[src/rtl/stack_pkg.sv]
// Shared definitions for the stack processor's operand stack, control and ALU.
package stack_pkg;

  typedef enum logic [1:0] {
    OP_NOP     = 2'b00,
    OP_POP     = 2'b01,
    OP_PUSH    = 2'b10,
    OP_REPLACE = 2'b11
  } stack_op_t;

  localparam int DEF_WIDTH = 16;
  localparam int DEF_DEPTH = 4;

endpackage

[src/rtl/reg_file_n.sv]
// Storage array: one synchronous write port, three combinational read ports.
module reg_file_n #(
  parameter int WIDTH = 16,
  parameter int DEPTH = 4,
  parameter int PTR_W = $clog2(DEPTH)
) (
  input  logic             clk,
  input  logic             reset,
  input  logic             we,
  input  logic [PTR_W-1:0] w_addr,
  input  logic [WIDTH-1:0] w_data,
  input  logic [PTR_W-1:0] tos_addr,
  input  logic [PTR_W-1:0] nos_addr,
  input  logic [PTR_W-1:0] peek_addr,
  output logic [WIDTH-1:0] tos_data,
  output logic [WIDTH-1:0] nos_data,
  output logic [WIDTH-1:0] peek_data
);

  logic [WIDTH-1:0] mem [DEPTH];

  always_ff @(posedge clk or posedge reset) begin
    if (reset) begin
      for (int i = 0; i < DEPTH; i++) mem[i] <= '0;
    end else if (we) begin
      mem[w_addr] <= w_data;
    end
  end

  assign tos_data  = mem[tos_addr];
  assign nos_data  = mem[nos_addr];
  assign peek_data = mem[peek_addr];

endmodule

[src/rtl/reg_stack_n.sv]
// Operand stack: pointer, sticky error flags and count-based read masking
// wrapped around reg_file_n.
module reg_stack_n
  import stack_pkg::*;
#(
  parameter int WIDTH = DEF_WIDTH,
  parameter int DEPTH = DEF_DEPTH,
  parameter int PTR_W = $clog2(DEPTH)
) (
  input  logic             clk,
  input  logic             reset,
  input  logic             push,
  input  logic             pop,
  input  logic [WIDTH-1:0] w_data,
  output logic [WIDTH-1:0] tos,
  output logic [WIDTH-1:0] nos,
  input  logic [PTR_W-1:0] peek_addr,
  output logic [WIDTH-1:0] peek_data,
  output logic [PTR_W:0]   count,
  output logic             full,
  output logic             empty,
  output logic             overflow,
  output logic             underflow,
  input  logic             clear_err
);

  localparam logic [PTR_W:0]   CNT_ONE  = (PTR_W+1)'(1);
  localparam logic [PTR_W:0]   CNT_TWO  = (PTR_W+1)'(2);
  localparam logic [PTR_W:0]   CNT_FULL = (PTR_W+1)'(DEPTH);
  localparam logic [PTR_W-1:0] IDX_ONE  = PTR_W'(1);

  stack_op_t        op;
  logic [PTR_W:0]   count_q, count_d;
  logic [PTR_W-1:0] cnt_lo, top_idx, nos_idx, peek_idx, w_addr;
  logic             we, ovf_set, unf_set, peek_ok;
  logic [WIDTH-1:0] tos_raw, nos_raw, peek_raw;

  assign op     = stack_op_t'({push, pop});
  assign full   = (count_q == CNT_FULL);
  assign empty  = (count_q == '0);
  assign count  = count_q;

  // Low bits of count wrap to 0 when full, so count-1 still lands on the top.
  assign cnt_lo   = count_q[PTR_W-1:0];
  assign top_idx  = cnt_lo - IDX_ONE;
  assign nos_idx  = top_idx - IDX_ONE;
  assign peek_idx = top_idx - peek_addr;
  assign peek_ok  = ({1'b0, peek_addr} < count_q);

  always_comb begin
    count_d = count_q;
    we      = 1'b0;
    w_addr  = top_idx;
    ovf_set = 1'b0;
    unf_set = 1'b0;
    case (op)
      OP_PUSH: begin
        if (full) begin
          ovf_set = 1'b1;
        end else begin
          we      = 1'b1;
          w_addr  = cnt_lo;
          count_d = count_q + CNT_ONE;
        end
      end
      OP_POP: begin
        if (empty) unf_set = 1'b1;
        else       count_d = count_q - CNT_ONE;
      end
      OP_REPLACE: begin
        we = 1'b1;
        if (empty) begin
          w_addr  = '0;
          count_d = CNT_ONE;
          unf_set = 1'b1;
        end
      end
      default: ;
    endcase
  end

  always_ff @(posedge clk or posedge reset) begin
    if (reset) begin
      count_q   <= '0;
      overflow  <= 1'b0;
      underflow <= 1'b0;
    end else begin
      count_q <= count_d;
      // A new error in the same cycle as clear_err leaves the flag set.
      if (ovf_set)        overflow <= 1'b1;
      else if (clear_err) overflow <= 1'b0;
      if (unf_set)        underflow <= 1'b1;
      else if (clear_err) underflow <= 1'b0;
    end
  end

  reg_file_n #(
    .WIDTH(WIDTH),
    .DEPTH(DEPTH),
    .PTR_W(PTR_W)
  ) u_file (
    .clk       (clk),
    .reset     (reset),
    .we        (we),
    .w_addr    (w_addr),
    .w_data    (w_data),
    .tos_addr  (top_idx),
    .nos_addr  (nos_idx),
    .peek_addr (peek_idx),
    .tos_data  (tos_raw),
    .nos_data  (nos_raw),
    .peek_data (peek_raw)
  );

  assign tos       = empty ? '0 : tos_raw;
  assign nos       = (count_q < CNT_TWO) ? '0 : nos_raw;
  assign peek_data = peek_ok ? peek_raw : '0;

endmodule

[config.mk]
export PLATFORM = sky130hd
export DESIGN_NAME = reg_stack_n
export DESIGN_NICKNAME = d
export VERILOG_FILES = /design/src/rtl/stack_pkg.sv /design/src/rtl/reg_file_n.sv /design/src/rtl/reg_stack_n.sv
export SDC_FILE = /design/constraint.sdc
export NUM_CORES = 1
export LEC_CHECK = 0
export CAP_MARGIN = 5
export CORE_MARGIN = 8
export CORE_UTILIZATION = 40
export DETAILED_ROUTE_END_ITERATION = 10
export PLACE_DENSITY = 0.64
export SYNTH_ARGS = -nofsm -noshare
export SYNTH_HDL_FRONTEND = slang
export SYNTH_SLANG_ARGS = --single-unit
[constraint.sdc]
create_clock -name clk -period 5.75 [get_ports clk]
set_input_delay 1.15 -clock clk [delete_from_list [all_inputs] [get_ports clk]]
set_output_delay 1.15 -clock clk [all_outputs]
set_load 0.1 [all_outputs]
== Word-level counts from Yosys, hierarchy flattened ==
Index checks and enable logic that the tools add are counted.

* Bits of input ports: 23
* Flip-flop bits (word level): 69
* Logic and storage cells: 68

* Bitwise operators: 4
* $add $sub $neg: 5
* Multiplexer cells: 31
* Eq/ne operators: 7
* Reductions and logical operators: 7
* $lt $le $gt $ge: 7

{| class="wikitable"
|+ Operators with widths
! cell !! number
|-
| 2-to-1 mux 16 bit || 10
|-
| binary-select mux 16 bit (select 2 bit) || 3
|-
| bitwise mux 64 bit || 1
|-
| demux 16 bit (select 2 bit) || 1
|-
| greater-or-equal comparator 3 bit, second input constant || 4
|-
| inverter 2 -> 3 bit || 4
|-
| 2-to-1 mux 3 bit || 3
|-
| one-hot mux 3 bit (3 select lines) || 1
|-
| 2-to-1 mux 1 bit || 8
|-
| inequality test 2 bit, second input constant || 3
|-
| == test 2 bit, second input constant || 2
|-
| 2-to-1 mux 2 bit || 2
|-
| one-hot mux 2 bit (2 select lines) || 1
|-
| AND reduction 4 bit || 1
|-
| nonzero test 2 bit || 2
|-
| subtractor 2 x 1 -> 2 bit, second input constant || 2
|-
| adder 3 x 1 -> 3 bit, second input constant || 1
|-
| == test 3 bit, second input constant || 1
|-
| logical NOT 3 bit || 1
|-
| less-than comparator 2 x 3 -> 1 bit || 1
|-
| less-than comparator 3 x 1 -> 1 bit, second input constant || 1
|-
| less-than comparator 3 x 2 -> 1 bit, second input constant || 1
|-
| nonzero test 3 bit || 1
|-
| subtractor 3 x 1 -> 3 bit, second input constant || 1
|-
| 5 further kinds || 5
|}

== Longest topological paths before layout ==
Gate-level depths: netlist (run 1).

* Depth after elaboration: 9
* Gate-level depth with buffers: 12
* Gate-level depth less buffers: 8

== Hierarchy ==
A second synthesis (run 1) with hierarchy kept.

* Cell total of the unflattened synthesis: 314
* Area total of the unflattened synthesis: 4415.5 µm²

{| class="wikitable"
|+ By module, submodules not included
! module !! cells each !! instances !! area an instance (µm²)
|-
| reg_file_n || 197 || 1 || 3559.7
|-
| reg_stack_n || 117 || 1 || 855.8
|}

== Least setup slack after synthesis (run 1) ==
No wires, ideal clock.

* Path kind: reg2out
* Start point: register count_q[0], in the netlist count[0]
* End point: output port peek_data[10]
* Path slack: 0.004 ns
* Data arrival time: 4.596 ns
* Cell stages (with the launch flop): 10
* Path through: dfrtp_1 buf_2 buf_1 inv_1 ha_1 buf_2 xnor2_2 buf_6 mux4_2 nor2b_1

* Word-level cells in the longest chain between the ends: 7
* Elaborated cells between the ends (all ways): 8
* Those cells by class: add/sub: 2; order compare: 1; mux: 4; bitwise: 1

{| class="wikitable"
|+ Ends and longest elaborated chain
! what !! RTL line !! RTL
|-
| start: declaration || reg_stack_n.sv:33 || <nowiki>logic [PTR_W:0] count_q, count_d;</nowiki>
|-
| start signal: assignment || reg_stack_n.sv:88 || <nowiki>count_q <= count_d;</nowiki>
|-
| subtractor 2 x 1 -> 2 bit || reg_stack_n.sv:45 || <nowiki>assign top_idx = cnt_lo - IDX_ONE;</nowiki>
|-
| subtractor 2 bit || reg_stack_n.sv:47 || <nowiki>assign peek_idx = top_idx - peek_addr;</nowiki>
|-
| inverter 2 -> 3 bit (not written as such) || reg_file_n.sv:32 || <nowiki>assign peek_data = mem[peek_addr];</nowiki>
|-
| binary-select mux 16 bit (select 2 bit) || reg_file_n.sv:32 ||
|-
| 2-to-1 mux 16 bit (not written as such) (2 in a row) || reg_file_n.sv:32 ||
|-
| 2-to-1 mux 16 bit * || reg_stack_n.sv:117 || <nowiki>assign peek_data = peek_ok ? peek_raw : '0;</nowiki>
|-
| end: declaration || reg_stack_n.sv:18 || <nowiki>output logic [WIDTH-1:0] peek_data,</nowiki>
|}

Every way passes the cells marked *; elsewhere a longest branch is shown, timed or not. The select of a mux whose other input is x is not followed.

== Final worst setup path (run 1) ==
* Start point: register count_q[1], in the netlist count[1]
* End point: output port nos[8]

* Word-level cells in the longest chain between the ends: 7
* Elaborated cells between the ends (all ways): 8
* Those cells by class: add/sub: 2; order compare: 1; mux: 4; bitwise: 1

{| class="wikitable"
|+ Ends and longest elaborated chain
! what !! RTL line !! RTL
|-
| subtractor 2 x 1 -> 2 bit || reg_stack_n.sv:45 ||
|-
| subtractor 2 x 1 -> 2 bit || reg_stack_n.sv:46 || <nowiki>assign nos_idx = top_idx - IDX_ONE;</nowiki>
|-
| inverter 2 -> 3 bit (not written as such) || reg_file_n.sv:31 || <nowiki>assign nos_data = mem[nos_addr];</nowiki>
|-
| binary-select mux 16 bit (select 2 bit) || reg_file_n.sv:31 ||
|-
| 2-to-1 mux 16 bit (not written as such) (2 in a row) || reg_file_n.sv:31 ||
|-
| 2-to-1 mux 16 bit * || reg_stack_n.sv:116 || <nowiki>assign nos = (count_q < CNT_TWO) ? '0 : nos_raw;</nowiki>
|-
| end: declaration || reg_stack_n.sv:16 || <nowiki>output logic [WIDTH-1:0] nos,</nowiki>
|}

Marks and branches as above.

==> results.ini, run 1 <==
[worst_setup_path]
arrival_ps = 3800
reg2reg_depth = 6
cpMaxStageDelayCell = ha_2
crit_chain = inv_1 -> ha_2 -> mux4_2 -> nor2b_1 -> clkdlybuf4s50_1
cp.required_ps = 4600
setup.worst_path.start = count[1]
criticalPathCategory = reg2out
cpPeakStageDelay_ps = 1080
end_kind = primary output
cp-endpoint = nos[8]
r2r_start = count[1]
crit_fanout = 35
timing.reg2reg.setup_slack_ps = 2410
crit_path_start_kind = register
r2r_end = u_file.mem[55]

[cts]
numCtsBuffers = 9
cts_tree = done
path_clk_slew_ps = 60
clock_latency_ps = 330
htreeDepth = 3
clock_sinks = 69
postCtsSetupRepairBufs = 0
cts-root-buf = clkbuf_16
cts-hold-fix-buffers = 0
cts.path.max_buffers = 2
cts.repair.resized = 0

[grt]
grt_pass1_wl_mm = 18.1
grt_pass1_vias = 3227
antenna_found_initial = 0
grtUsageTotal_pct = 15.6
grt.overflow.total = 0
grt_max_degree = 44

[yosys]
synth_flop_cell = dfrtp_1
synth_top_area_cell = dfrtp_1
async_flop_share_pct = 100
synth_seq_cells = 69
synth_nets = 345
synth-edff-count = 0
yosysMostFrequentCell = dfrtp_1
yosysUniqueCellTypes = 45
synth.cell_area_um2 = 4610
synth_commonest_cells = dfrtp_1, nor2b_1, mux4_2, mux2_2, mux2_4
yosys_warnings = 0
syn-instance-count = 317
syn_avg_cell_area_um2 = 14.6
yosys.area.top_type_share_pct = 37.4
seq_area_frac_synth_pct = 37.4
synth.area.top_cells = dfrtp_1, mux4_2, mux2_4

[timing]
setup_violations = 0
rsz0062_at_grt = false
min_period_over_period_pct = 86.1
tns_ps = 0
tightestPinTransition_ps = 1050
finalHoldViolCount = 0
slew_headroom_pct = 30.2
fmax_ghz = 0.202
skew_ps = 5.92
finalMaxSlewViolations = 0
timing.final.crit_period_ps = 4950

[route]
drt_iter0_markers = 171
routed_wl_mm = 11.2
drc = 0
vias = 3009
ant_nets = 0
met1_length_mm = 5.01
wl_met2_mm = 5.56
wire_per_inst_um = 20.9
dr.pass1.iters = 4
wl_met3_um = 497
viasPerCell = 5.61
highest_layer = met4

[floorplanning]
core_um2 = 11300
row_count = 39
pin_count = 78
initial_core_util_pct = 40.7
die_y_um = 123
dieArea_um2 = 15200
dieWidth_um = 123

[hold_path]
hold_path.class = reg2reg

[finish]
areaGrowthSynthToFinish_pct = 22.6
antennaDiodeCount = 0
num-nets-final = 416
drive_gt1_share_pct = 46.3

[flow_run]
drv_cap = 0

[placed_design]
gp_congestion = 0.789
port_buffers = 77
hpwl_mm = 7.63

[run_status]
outcome = complete, no violations

## area by class of cell
| class | count | area [µm²] |
|---|---|---|
| Timing Repair Buffer | 84 | 736 |
| Tap cell | 143 | 179 |
| Inverter | 11 | 43.8 |
| Clock buffer | 14 | 244 |
| Clock inverter | 2 | 35.0 |
| Sequential cell | 69 | 1730 |
| Fill cell | 1006 | 5670 |
| Multi-Input combinational cell | 213 | 2690 |
## logic make-up (layout without fill, tap and decap cells)
group           after synthesis  in the layout  synth area share, %
flops                        69             69                 37.4
fa+ha+maj                     5              5                 1.52
xor+xnor                      2              2                0.543
mux                         113            113                 41.7
simple gates                 72             72                 10.0
buf+inv                      35            111                 4.56
compound gates               21             21                 4.23
## placed cells by master (no fill, tap or decap), types with 2 or more instances in the layout
| cell type | n |
|---|---|
| clkdlybuf4s50_1 | 42 |
| nand2_4 | 3 |
| nand2_1 | 7 |
| ha_1 | 3 |
| a21oi_1 | 4 |
| nor2b_1 | 49 |
| mux2_2 | 33 |
| inv_1 | 8 |
| nor2_1 | 6 |
| o21ai_0 | 2 |
| o221ai_1 | 2 |
| buf_4 | 42 |
| mux4_2 | 48 |
| inv_2 | 2 |
| clkbuf_1 | 5 |
| dfrtp_1 | 68 |
| mux2_4 | 30 |
| clkbuf_16 | 9 |
| a311oi_1 | 2 |
## critical path: cells and delay by family, from the launching register on
kind,cells,cell delay [ps]
buffers and inverters,2,1180
adder cells (fa/ha/maj),1,1080
multiplexers,1,620
flip-flops,1,430
AND/OR/NAND/NOR,1,150
## how the worst min path moves through the flow
| stage | start | to | depth (start not counted) |
|---|---|---|---|
| global route | underflow | underflow | 2 |
| finish | underflow | underflow | 2 |
| CTS | underflow | underflow | 2 |
| global placement | underflow | underflow | 2 |
| detailed placement | underflow | underflow | 2 |
| floorplan | u_file.mem[23] | u_file.mem[23] | 1 |
## through the flow
| stage | setup WS [ps] | instances | instance area [µm²] | utilization [%] | hold slack [ps] |
|---|---|---|---|---|---|
| final | 801 | 536 | 5660 | 50.0 | 523 |
| after global routing | 586 | 536 | 5660 | 50.0 | 555 |
| after CTS | 769 | 536 | 5660 | 50.0 | 535 |
| after detailed placement | 841 | 520 | 5380 | 47.5 | 526 |
| after global placement | 830 | 520 | 5380 | 47.5 | 520 |
| after floorplan | 3.58 | 317 | 4610 | - | 495 |
## sequential cells by signal (all words and copies together), names as in the netlist
signal      cells
count           3
overflow        1
u_file.mem     64
underflow       1
## per-layer routing
| layer | vias up | track usage [%] |
|---|---|---|
| met4 | 0 | 4.97 |
| met5 | - | 0 |
| li1 | 1346 | - |
| met2 | 72 | 25.5 |
| met3 | 10 | 3.24 |
| met1 | 1581 | 20.4 |
Power of run 1 is not shown: default switching activity piles up to over one toggle a cycle in this logic, so the estimate is an artifact.
==> run 2, diff against run 1 <==
--- a/config.mk
+++ b/config.mk
@@ -8,8 +8,11 @@
 export CAP_MARGIN = 5
 export CORE_MARGIN = 8
 export CORE_UTILIZATION = 40
+export CTS_CLUSTER_DIAMETER = 30
 export DETAILED_ROUTE_END_ITERATION = 10
+export GPL_ROUTABILITY_DRIVEN = 0
 export PLACE_DENSITY = 0.64
+export SLEW_MARGIN = 20
 export SYNTH_ARGS = -nofsm -noshare
 export SYNTH_HDL_FRONTEND = slang
 export SYNTH_SLANG_ARGS = --single-unit
==> results.ini, run 2 (synthesis results as in run 1) <==
[finish]
largest_register_ff_count = 64  ; unchanged
areaGrowthSynthToFinish_pct = 22.8  ; was 22.6%
layout_commonest_cell = dfrtp_1  ; unchanged
num-nets-final = 416  ; unchanged
drive_gt1_share_pct = 46.3  ; unchanged
antennaDiodeCount = 0  ; unchanged
mostFrequentLayoutCells = dfrtp_1, nor2b_1, mux4_2  ; unchanged
regMostFlops = u_file.mem  ; unchanged

[floorplanning]
pin_count = 78  ; unchanged
dieArea_um2 = 15200  ; unchanged
die_y_um = 123  ; unchanged
row_count = 39  ; unchanged
core_um2 = 11300  ; unchanged
dieWidth_um = 123  ; unchanged
initial_core_util_pct = 40.7  ; unchanged

[route]
routed_wl_mm = 11.2  ; about the same
wire_per_inst_um = 21.0  ; was 20.9 µm
drt_iter0_markers = 165  ; was 171
vias = 3019  ; was 3009
drc = 0  ; unchanged
ant_nets = 0  ; unchanged
dr.pass1.iters = 4  ; unchanged
viasPerCell = 5.63  ; was 5.61

[placed_design]
hpwl_mm = 7.63  ; unchanged
port_buffers = 77  ; unchanged

[worst_setup_path]
crit_fanout = 16  ; was 35
cp.required_ps = 4600  ; about the same
setup.worst_path.start = peek_addr[0]  ; was count[1]
criticalPathCategory = in2out  ; was reg2out
arrival_ps = 3710  ; was 3800 ps
r2r_start = count[1]  ; unchanged
crit_path_start_kind = input port  ; was register
end_kind = primary output  ; unchanged

[cts]
cts-hold-fix-buffers = 0  ; unchanged
numCtsBuffers = 9  ; unchanged
clock_sinks = 69  ; unchanged
cts.repair.resized = 0  ; unchanged
postCtsSetupRepairBufs = 0  ; unchanged
cts.path.max_buffers = 2  ; unchanged
cts_tree = done  ; unchanged
cts-root-buf = clkbuf_16  ; unchanged
clock_latency_ps = 330  ; about the same
htreeDepth = 3  ; unchanged
path_clk_slew_ps = 60  ; about the same

[hold_path]
min_from = underflow  ; unchanged
hold_path.class = reg2reg  ; unchanged

[grt]
antenna_found_initial = 0  ; unchanged
grt_max_degree = 44  ; unchanged
grtUsageTotal_pct = 15.6  ; unchanged
grt_pass1_wl_mm = 18.1  ; unchanged
grt_pass1_vias = 3227  ; unchanged
grt.overflow.total = 0  ; unchanged

[timing]
timing.final.crit_period_ps = 4860  ; was 4950 ps
rsz0062_at_grt = false  ; unchanged
fmax_ghz = 0.206  ; was 0.202 GHz
tns_ps = 0  ; unchanged
tightestPinTransition_ps = 981  ; was 1050 ps
finalHoldViolCount = 0  ; unchanged
skew_ps = 5.85  ; was 5.92 ps
slew_headroom_pct = 34.4  ; was 30.2%
min_period_over_period_pct = 84.5  ; was 86.1%
setup_violations = 0  ; unchanged
finalMaxSlewViolations = 0  ; unchanged

[run_status]
outcome = complete, no violations  ; unchanged

[flow_run]
drv_cap = 0  ; unchanged

[run 2: cell counts in the layout (fill, tap and decap cells not counted)]
Identical to the previous run, type by type.
[run 2: worst max-delay path, cell delays in order]
cell,delay (ps)
clkdlybuf4s50_1,430
ha_1,220
xor2_1,190
xnor2_4,730
mux4_2,600
nor2b_1,150
buf_4,230
[run 2: routing by layer]
| metal | wire, µm | vias to the layer above | global-route usage (%) |
|---|---|---|---|
| met4 | 117 | 0 | 4.97 |
| met5 | 0 | - | 0 |
| met3 | 490 | 10 | 3.24 |
| li1 | - | 1348 | - |
| met2 | 5580 | 65 | 25.5 |
| met1 | 5060 | 1596 | 20.4 |
[run 2: layout make-up]
type	instances	area [µm²]
clock buffer	14	244
clock inverter	2	35.0
fill	1004	5660
inverter	11	43.8
multi-input combinational	213	2700
sequential	69	1730
tap	143	179
timing repair buffer	84	736
[run 2: final timing paths]
kind / to / slack, ps / depth (start not counted)
max in group asynchronous: u_file.mem[12] / 3500 / 3
max: peek_data[8] / 890 / 7
min reg2reg: underflow / 520 / 2
min in group asynchronous: u_file.mem[5] / 1340 / 2
max reg2reg: u_file.mem[55] / 2770 / 6
min: underflow / 520 / 2
[run 2: through the flow]
| stage | util [%] | setup WS (ps) | area, µm² | instances | hold WS (ps) |
|---|---|---|---|---|---|
| 3_5_place_dp | 47.5 | 841 | 5380 | 520 | 526 |
| 4_1_cts | 50.0 | 769 | 5660 | 536 | 535 |
| 2_1_floorplan | - | 3.58 | 4610 | 317 | 495 |
| 3_3_place_gp | 47.5 | 830 | 5380 | 520 | 520 |
| 6_report | 50.0 | 891 | 5670 | 536 | 523 |
| 5_1_grt | 50.0 | 730 | 5670 | 536 | 555 |
Power of run 2 is left out for the same reason.
==> run 3, diff against run 2 <==
--- a/config.mk
+++ b/config.mk
@@ -11,7 +11,7 @@
 export CTS_CLUSTER_DIAMETER = 30
 export DETAILED_ROUTE_END_ITERATION = 10
 export GPL_ROUTABILITY_DRIVEN = 0
-export PLACE_DENSITY = 0.64
+export PLACE_DENSITY = 0.66
 export SLEW_MARGIN = 20
 export SYNTH_ARGS = -nofsm -noshare
 export SYNTH_HDL_FRONTEND = slang
==> constraint.sdc (replaced) <==
create_clock -name clk -period 4.41 [get_ports clk]
set_input_delay 0.882 -clock clk [delete_from_list [all_inputs] [get_ports clk]]
set_output_delay 0.882 -clock clk [all_outputs]
set_load 0.1 [all_outputs]
==> results.ini, run 3 (synthesis results as in run 1) <==
[run_status]
outcome = complete, no violations  ; unchanged

[cts]
cts-root-buf = clkbuf_16  ; unchanged
numCtsBuffers = 9  ; unchanged
clock_latency_ps = 320  ; was 330 ps
htreeDepth = 3  ; unchanged
path_clk_slew_ps = 60  ; about the same
clock_sinks = 69  ; unchanged
cts_tree = done  ; unchanged
cts.path.max_buffers = 2  ; unchanged

[route]
drt_iter0_markers = 190  ; was 165
ant_nets = 0  ; unchanged
drc = 0  ; unchanged
viasPerCell = 5.51  ; was 5.63
routed_wl_mm = 11.3  ; was 11.2 mm
wire_per_inst_um = 20.9  ; was 21.0 µm
dr.pass1.iters = 4  ; unchanged
vias = 2968  ; was 3019

[finish]
num-nets-final = 419  ; was 416
antennaDiodeCount = 0  ; unchanged
mostFrequentLayoutCells = dfrtp_1, buf_12, mux4_2  ; was dfrtp_1, nor2b_1, mux4_2
layout_commonest_cell = dfrtp_1  ; unchanged
areaGrowthSynthToFinish_pct = 42.2  ; was 22.8%
regMostFlops = u_file.mem  ; unchanged
utilization_pct = 57.9  ; was 50.0%
stdcell_count = 539  ; was 536
drive_gt1_share_pct = 64.4  ; was 46.3%
fill_cells = 913  ; was 1004
largest_register_ff_count = 64  ; unchanged

[floorplanning]
row_count = 39  ; unchanged
dieWidth_um = 123  ; unchanged
core_um2 = 11300  ; unchanged
initial_core_util_pct = 40.7  ; unchanged
pin_count = 78  ; unchanged
die_y_um = 123  ; unchanged
dieArea_um2 = 15200  ; unchanged

[timing]
whs_ps = 533  ; was 523 ps
rsz0062_at_grt = false  ; unchanged
slew_headroom_pct = 26.0  ; was 34.4%
finalMaxSlewViolations = 0  ; unchanged
timing.final.crit_period_ps = 4070
setup_violations = 0  ; unchanged
tns_ps = 0  ; unchanged
min_period_over_period_pct = 92.2
skew_ps = 4.92  ; was 5.85 ps
tightestPinTransition_ps = 1110  ; was 981 ps
fmax_ghz = 0.246
finalHoldViolCount = 0  ; unchanged

[grt]
grt_max_degree = 44  ; unchanged
grt_use_met1_pct = 20.6  ; was 20.4%
grtUsageMet2_pct = 25.9  ; was 25.5%
top_usage_layer = met2  ; unchanged
grt_pass1_vias = 3207  ; was 3227
use_met3_pct = 3.15  ; was 3.24%
grt_pass1_wl_mm = 18.4  ; was 18.1 mm
grt.overflow.total = 0  ; unchanged
grtUsageTotal_pct = 15.6  ; about the same
antenna_found_initial = 0  ; unchanged

[worst_setup_path]
path_depth = 8  ; was 7
crit_top_cell = buf_12
setup.worst_path.start = peek_addr[0]  ; unchanged
cp_num_buf_inv = 3  ; was 2
crit_path_start_kind = input port  ; unchanged
crit_fanout = 16  ; unchanged
r2r_start = count[1]  ; unchanged
criticalPathCategory = in2out  ; unchanged
end_kind = primary output  ; unchanged
cpPeakStageDelay_ps = 530  ; was 730 ps
arrival_ps = 3180  ; was 3710 ps
cpMaxStageDelayCell = mux4_2  ; was xnor2_4
crit_chain = clkdlybuf4s50_1 -> ha_1 -> xor2_1 -> xnor2_4 -> buf_12 -> mux4_2 -> nor2b_2 -> buf_12  ; was clkdlybuf4s50_1 -> ha_1 -> xor2_1 -> xnor2_4 -> mux4_2 -> nor2b_1 -> buf_4
cp.required_ps = 3530  ; was 4600 ps
cp_top_family = buffers and inverters  ; was XOR/XNOR gates
cp-endpoint = peek_data[10]  ; was peek_data[8]
r2r_end = u_file.mem[57]  ; was u_file.mem[55]
reg2reg_depth = 7  ; was 6
timing.reg2reg.setup_slack_ps = 1290  ; was 2770 ps

[flow_run]
drv_cap = 0  ; unchanged

[placed_design]
port_buffers = 77  ; unchanged
hpwl_mm = 7.87  ; was 7.63 mm
place_inst = 522  ; was 520

[hold_path]
hold_path.class = reg2reg  ; unchanged

==> run 3: how the worst min path moves through the flow <==
stage,end,cells past startpoint,startpoint,slack (ps)
final,underflow,2,underflow,530
after global routing,overflow,2,overflow,570
after detailed placement,underflow,2,underflow,530
after floorplan,u_file.mem[23],1,u_file.mem[23],490
after CTS,underflow,2,underflow,540
after global placement,underflow,2,underflow,510
==> run 3: timing repair <==
item,CTS,global route
hold buffers,0,0
buffers inserted,0,1
endpoints found under the setup margin,0,11
gates resized for setup,0,0
==> run 3: per-stage QoR <==
step / setup WS [ps] / cell area, µm²
floorplan: -193 / 4910
detailed placement: 37.1 / 6270
CTS: 24.8 / 6540
global placement: 44.6 / 6270
global route: 262 / 6560
finish: 344 / 6560
==> run 3: metal layers <==
layer | share of wire (%) | vias to the layer above
met1 | 44 | 1530
met2 | 50 | 83
li1 | - | 1346
met5 | 0 | -
met4 | 0.60 | 0
met3 | 5.8 | 9
==> run 3: worst min-delay path, cell delays in order (launching register included) <==
cell	delay, ps
dfrtp_1	380
inv_1	50
o21ai_0	60
==> run 3: layout make-up <==
type                            count  area, µm²  area share (%)
Timing Repair Buffer               87       1340            20.5
Inverter                           11       43.8           0.668
Clock inverter                      6       40.0           0.610
Tap cell                          143        179            2.73
Multi-Input combinational cell    213       3000            45.7
Sequential cell                    69       1730            26.3
Clock buffer                       10        229            3.49
Power of run 3 is left out for the same reason.
